### src/rtl/cic_decimator.sv
// cic_decimator: multi-channel N-stage CIC decimator, 1-bit PDM in, PCM words out.
// Integrators run at the PDM strobe rate. Once per R input bits a frame token
// travels through a tap register, N comb stages and a shift/saturate output stage.
// Ports:
//   clk, reset  system clock; synchronous active-high reset
//   pdm_valid   strobe: pdm_in carries one new bit per channel
//   pdm_in      PDM bits, bit c = channel c
//   pcm_valid   pcm_data holds an undelivered sample
//   pcm_ready   consumer accepts when pcm_valid && pcm_ready
//   pcm_data    signed PCM samples, channel c at [c*OW +: OW]
//   overrun     one-cycle pulse when an unaccepted sample is overwritten
module cic_decimator #(
    parameter int unsigned CH     = 2,
    parameter int unsigned N      = 3,
    parameter int unsigned LOG2R  = 6,
    parameter int unsigned OW     = 16,
    parameter bit          INVERT = 1'b1
) (
    input  logic             clk,
    input  logic             reset,
    input  logic             pdm_valid,
    input  logic [CH-1:0]    pdm_in,
    output logic             pcm_valid,
    input  logic             pcm_ready,
    output logic [CH*OW-1:0] pcm_data,
    output logic             overrun
);
    localparam int unsigned ACC_W = N * LOG2R + 2;
    localparam int unsigned SH    = N * LOG2R - OW + 1;

    typedef logic signed [ACC_W-1:0] acc_t;

    localparam acc_t ONE       = acc_t'(1);
    localparam acc_t MINUS_ONE = acc_t'(-1);
    localparam acc_t SAT_MAX   = acc_t'((1 << (OW - 1)) - 1);
    localparam acc_t SAT_MIN   = acc_t'(-(1 << (OW - 1)));

    acc_t             integ_q [CH][N];
    acc_t             integ_d [CH][N];
    acc_t             tap_q   [CH];
    acc_t             tap_d   [CH];
    acc_t             comb_q  [CH][N];
    acc_t             comb_d  [CH][N];
    acc_t             prev_q  [CH][N];
    acc_t             prev_d  [CH][N];
    acc_t             comb_x  [CH][N];
    acc_t             shifted [CH];
    logic [LOG2R-1:0] phase_q, phase_d;
    logic             frame_q, frame_d;
    logic [N:0]       tok_q, tok_d;
    logic [CH*OW-1:0] pcm_data_q, pcm_data_d;
    logic             pcm_valid_q, pcm_valid_d;
    logic             overrun_q, overrun_d;

    // Comb stage inputs (tap feeds stage 0) and the scaled output of the last comb.
    always_comb begin
        for (int c = 0; c < CH; c++) begin
            comb_x[c][0] = tap_q[c];
            for (int k = 1; k < N; k++) begin
                comb_x[c][k] = comb_q[c][k-1];
            end
            shifted[c] = comb_q[c][N-1] >>> SH;
        end
    end

    // Next-state logic for integrators, decimation, comb pipe and output handshake.
    always_comb begin
        integ_d     = integ_q;
        tap_d       = tap_q;
        comb_d      = comb_q;
        prev_d      = prev_q;
        phase_d     = phase_q;
        frame_d     = 1'b0;
        tok_d       = {tok_q[N-1:0], frame_q};
        pcm_data_d  = pcm_data_q;
        pcm_valid_d = pcm_valid_q && !pcm_ready;
        overrun_d   = 1'b0;

        if (pdm_valid) begin
            phase_d = phase_q + LOG2R'(1);
            frame_d = &phase_q;
            for (int c = 0; c < CH; c++) begin
                integ_d[c][0] = integ_q[c][0] + ((pdm_in[c] ^ INVERT) ? ONE : MINUS_ONE);
                // Each later stage accumulates the previous stage's registered value.
                for (int k = 1; k < N; k++) begin
                    integ_d[c][k] = integ_q[c][k] + integ_q[c][k-1];
                end
            end
        end

        if (frame_q) begin
            for (int c = 0; c < CH; c++) begin
                tap_d[c] = integ_q[c][N-1];
            end
        end

        for (int k = 0; k < N; k++) begin
            if (tok_q[k]) begin
                for (int c = 0; c < CH; c++) begin
                    comb_d[c][k] = comb_x[c][k] - prev_q[c][k];
                    prev_d[c][k] = comb_x[c][k];
                end
            end
        end

        if (tok_q[N]) begin
            pcm_valid_d = 1'b1;
            overrun_d   = pcm_valid_q && !pcm_ready;
            for (int c = 0; c < CH; c++) begin
                if (shifted[c] > SAT_MAX) begin
                    pcm_data_d[c*OW +: OW] = OW'(SAT_MAX);
                end else if (shifted[c] < SAT_MIN) begin
                    pcm_data_d[c*OW +: OW] = OW'(SAT_MIN);
                end else begin
                    pcm_data_d[c*OW +: OW] = OW'(shifted[c]);
                end
            end
        end
    end

    // State registers; reset drops any frame in flight.
    always_ff @(posedge clk) begin
        if (reset) begin
            for (int c = 0; c < CH; c++) begin
                tap_q[c] <= '0;
                for (int k = 0; k < N; k++) begin
                    integ_q[c][k] <= '0;
                    comb_q[c][k]  <= '0;
                    prev_q[c][k]  <= '0;
                end
            end
            phase_q     <= '0;
            frame_q     <= 1'b0;
            tok_q       <= '0;
            pcm_data_q  <= '0;
            pcm_valid_q <= 1'b0;
            overrun_q   <= 1'b0;
        end else begin
            integ_q     <= integ_d;
            tap_q       <= tap_d;
            comb_q      <= comb_d;
            prev_q      <= prev_d;
            phase_q     <= phase_d;
            frame_q     <= frame_d;
            tok_q       <= tok_d;
            pcm_data_q  <= pcm_data_d;
            pcm_valid_q <= pcm_valid_d;
            overrun_q   <= overrun_d;
        end
    end

    assign pcm_data  = pcm_data_q;
    assign pcm_valid = pcm_valid_q;
    assign overrun   = overrun_q;

endmodule
### config.mk
export PLATFORM = sky130hd
export DESIGN_NAME = cic_decimator
export DESIGN_NICKNAME = d
export VERILOG_FILES = /design/src/rtl/cic_decimator.sv
export SDC_FILE = /design/constraint.sdc
export NUM_CORES = 1
export LEC_CHECK = 0
export ABC_AREA = 1
export CORE_UTILIZATION = 56
export CTS_CLUSTER_DIAMETER = 80
export DETAILED_ROUTE_END_ITERATION = 8
export PLACE_DENSITY = 0.75
export REMOVE_ABC_BUFFERS = 1
export SETUP_SLACK_MARGIN = 0.05
export SLEW_MARGIN = 20
export SYNTH_ARGS = -nofsm -noshare
export SYNTH_HDL_FRONTEND = slang
export SYNTH_SLANG_ARGS = --single-unit
### constraint.sdc
create_clock -name clk -period 2 [get_ports clk]
set_clock_uncertainty 0.1 [all_clocks]
set_input_delay 0.5 -clock clk [delete_from_list [all_inputs] [get_ports clk]]
set_output_delay 0.5 -clock clk [all_outputs]
set_load 0.03 [all_outputs]
# Word level (Yosys, flattened, before mapping)
# Cells that the tools add are included.
# totals
latchBits	0
input_bits	6
regBits	445
romBits	0
out_inout_bits	34
ram_bits	0
n_memories	0
# classes
n_reduce_logical	5
eq_ne	0
bitwise	2
n_mux	7
order_cmp	4
n_mul	0
shifts	0
addsub	13
div_mod_pow	0
# ops
op	n
adder 20 bit	6
subtractor 20 bit	6
2-to-1 mux 16 bit	4
2-to-1 mux 20 bit	2
> comparator 17 x 16 -> 1 bit, second input constant	2
less-than comparator 17 x 16 -> 1 bit, second input constant	2
adder 6 x 1 -> 6 bit, second input constant	1
AND reduction 6 bit	1
OR reduction 2 bit	2
inverter 1 bit	2
logical AND 1 bit	1
logical NOT 1 bit	1
2-to-1 mux 1 bit	1

# Longest topological paths before layout
# logic_depth
word_depth	3
mapped_depth	14
depth_no_buf	14

# Worst setup path before layout
# Ideal clock, no wire load.
# synth_timing
path_kind	in2reg
start	in pdm_in[0]
end	reg integ_q[116] (netlist name)
arrival_ps	1658
path_buffers	0
path_slack_ps	133
path_stages	10
setup_ps	109
cell_sequence	inv_1 -> fa_1 -> nor2_1 -> nor2_1 -> o21ai_2 -> nand3_1 -> nand3_1 -> nand3_1 -> nand2_1 -> inv_1
# synth_via
elab_chain_cells	2
# synth_lines
element	line_no	text
from (decl)	22	input logic [CH-1:0] pdm_in,
2-to-1 mux 20 bit	83	integ_d[c][0] = integ_q[c][0] + ((pdm_in[c] ^ INVERT) ? ONE : MINUS_ONE);
adder 20 bit	83	
to (signal assigned)	139	integ_q <= integ_d;
to (decl)	38	acc_t integ_q [CH][N];
# No other way between the ends.
# A chain may end at the register's enable or synchronous reset.

# Worst setup path after layout
# layout_timing
start	reg pcm_data_q[28] (netlist: pcm_data[28])
end	out pcm_data[28]
# layout_lines
element	line_no	text
from (decl)	51	logic [CH*OW-1:0] pcm_data_q, pcm_data_d;
from (signal assigned)	146	pcm_data_q <= pcm_data_d;
to (decl)	25	output logic [CH*OW-1:0] pcm_data,
# No word-level cell between the ends.

==> impl_metrics.yaml <==
cells_and_area:
  fin_cells: 5446
  nNetsFinal: 4967
  diodes: 0
  drive_gt1_share_pct: 15.53
  post-route-cell-area_mm2: 0.03542
  finish.utilization_pct: 68.62
  area_growth_syn_to_layout_pct: 20.50
grt:
  grt_usage_pct: 26.10
  grt_pass1_vias: 25570
  grt_overflow: 0
  grt_max_degree: 91
  grt_pass1_wl_um: 118400
  antenna_found_initial: 0
clock_tree:
  cts_htree_levels: 2
  cts_buffers: 50
  cts.sinks: 439
  cts_root_buf: "clkbuf_16"
  cts_tree: "done"
  clock_latency_ns: 0.61
  path_clk_slew_ns: 0.06
  clock_path_buffers: 3
  hold_buffers: 0
worst_setup_path:
  worstPathMaxFanout: 2
  critPathLaunchType: "flop"
  r2r_start: "comb_q[100]$_SDFFE_PP0P_"
  worst_setup_path_end_kind: "primary output"
  crit_chain: "dlygate4sd2_1"
  slowest_stage: "dlygate4sd2_1"
  critPathTopFamily: "buffers and inverters"
  crit_cells: 1
  timing.setup.critical_path_class: "reg2out"
  max_stage_delay_ns: 0.39
  cp.arrival_ns: 1.31
  required_ns: 1.40
  worstRegToRegCells: 11
  worstSetupStartpoint: "pcm_data[28]$_SDFFE_PP0P_"
  path_buf_inv: 1
min_path:
  min_path_cells: 2
  hold_class: "in2reg"
  holdCritStartpoint: "reset"
timing:
  slew_headroom_pct: 60.26
  tightest_slew_ns: 0.5961
  maxSlewViolCount: 0
  max_freq_mhz: 524.4
  setup_viol: 0
  fin_crit_sh_pct: 95.35
  hold_viol: 0
  fin_crit_ns: 1.907
  grt_setup_unrepaired: "true"
  final.setup.tns_ns: 0
floorplan:
  start_util_pct: 56.94
  design.core.area_mm2: 0.05161
  rows: 83
  die_w_um: 231.1
  pin_count: 40
  die_area_mm2: 0.05340
  dieHeight_um: 231.1
synth:
  synthFlopType: "dfxtp_1"
  async_flop_share_pct: 0
  synth_area_leaders: "dfxtp_1 30%, nand2_1 12%, ha_1 9.6%"
  syn-cell-area_mm2: 0.02939
  synthTopCellsByCount: "946 x nand2_1, 746 x nor2_1, 673 x inv_1"
  synth-edff-count: 0
  synth_top_area_share_pct: 29.90
  syn_avg_cell_area_um2: 6.387
  ys.warnings.count: 0
  yosysMostFrequentCell: "nand2_1"
  synth.distinct_cells: 42
  synth_seq_area_share_pct: 29.90
  yosysTopAreaCell: "dfxtp_1"
  postSynthCellCount: 4602
  ys_ff_latch: 439
placed_design:
  dp_hpwl_um: 51320
  place_inst: 5341
  port_buffers: 39
  routabilityCongestion: 0.9175
  place_area_mm2: 0.03145
pwr:
  p_leak_uw: 0.01759
  ir_drop_mv: 0.8228
  p_sw_share_pct: 27.67
  clockPowerShare_pct: 43.3
  combPwrFrac_pct: 17.4
  finalPower_uw: 23990
  power_switching_uw: 6640
  p_int_uw: 17350
  p_seq_share_pct: 39.3
  powerDensity_mw_per_mm2: 677.5
detailed_routing:
  drt_pass1_iterations: 6
  drc: 0
  ant_nets: 0
  routed_via_density: 5.191
  vias: 28270
  wirelength_um: 73170
  initialDrtViolationCount: 1752
  wl_per_cell_um: 13.44
flow_run:
  cap_violations: 0
outcome:
  status: "finished, final reports clean"
## sequential cells by signal, summed over array words and instances, names as in the netlist
signal,flops
pcm_valid,1
overrun,1
pcm_data,32
prev_q,120
frame_q,1
comb_q,114
integ_q,120
comb_x,40
phase_q,6
tok_q,4
## power groups by stage
| stage | sequential [uW] | clock, uW | combinational (uW) |
|---|---|---|---|
| 2_1_floorplan | 9380 | 0 | 2530 |
| 3_3_place_gp | 9510 | 0 | 3630 |
| 3_5_place_dp | 9510 | 0 | 3670 |
| 4_1_cts | 9320 | 10600 | 3730 |
| 5_1_grt | 9440 | 10900 | 4710 |
| 6_report | 9420 | 10400 | 4180 |
## per-layer routing
metal  wire [um]  vias up  global-route usage [%]
met4        2437        0                   9.499
met1       32280    12530                   32.17
met3        2997      162                   3.297
met5           0        -                       0
met2       35450      580                   46.27
li1            -    15000                       -
## repair_timing
item                                    4_1_cts  5_1_grt
gates resized for setup                      96      429
pin swaps                                    25       70
cloned                                        1        1
endpoints found under the setup margin       71      159
setup buffers                                 4        7
## final timing paths
| check | slack, ns | endpoint |
|---|---|---|
| worst min register to register | 0.36 | prev_q[23]$_SDFFE_PP0P_ |
| worst max-delay path | 0.09 | pcm_data[28] |
| worst max register to register | 0.10 | comb_q[98]$_SDFFE_PP0P_ |
| worst min-delay path | 0.09 | frame_q$_SDFF_PP0_ |
## per-stage QoR
stage	setup WS, ns	hold WS [ns]
global placement	-0.6394	0.3436
floorplan	-1.515	0.3369
CTS	0.01450	0.06204
finish	0.09300	0.08955
detailed placement	-0.6644	0.3515
global route	-0.03443	0.09400
## layout make-up
cell class | count | area, um2
fillers | 4439 | 16200
repair buffers | 212 | 1909
inverters | 681 | 2564
multi-input cells | 3342 | 19350
well taps | 680 | 850.8
clock inverters | 32 | 558.0
clock buffers | 60 | 1309
flip-flops and latches | 439 | 8879
## layout by cell type (no fill, tap or decap), types with 62 or more instances in the layout
cell,synthesis,layout
buf_4,0,150
ha_4,0,80
nor2_1,746,706
o21ai_0,386,373
xor2_1,71,71
a21oi_2,6,62
ha_1,225,104
inv_1,673,665
nand2_1,946,904
dfxtp_1,439,377
a21oi_1,401,341
nand3_1,262,232
## kinds of logic (layout without fill, tap and decap cells)
logic type / count (synthesis) / count (layout) / share of synthesized area [%]
DFF: 439 / 439 / 29.90
and+or+nand+nor: 2109 / 2109 / 29.85
buffers and inverters: 821 / 985 / 10.76
xor gates and xnor gates: 110 / 110 / 3.278
adders and majority gates: 235 / 235 / 10.26
AOI/OAI and AO/OA: 888 / 888 / 15.96
(Power assumes the default switching activity.)
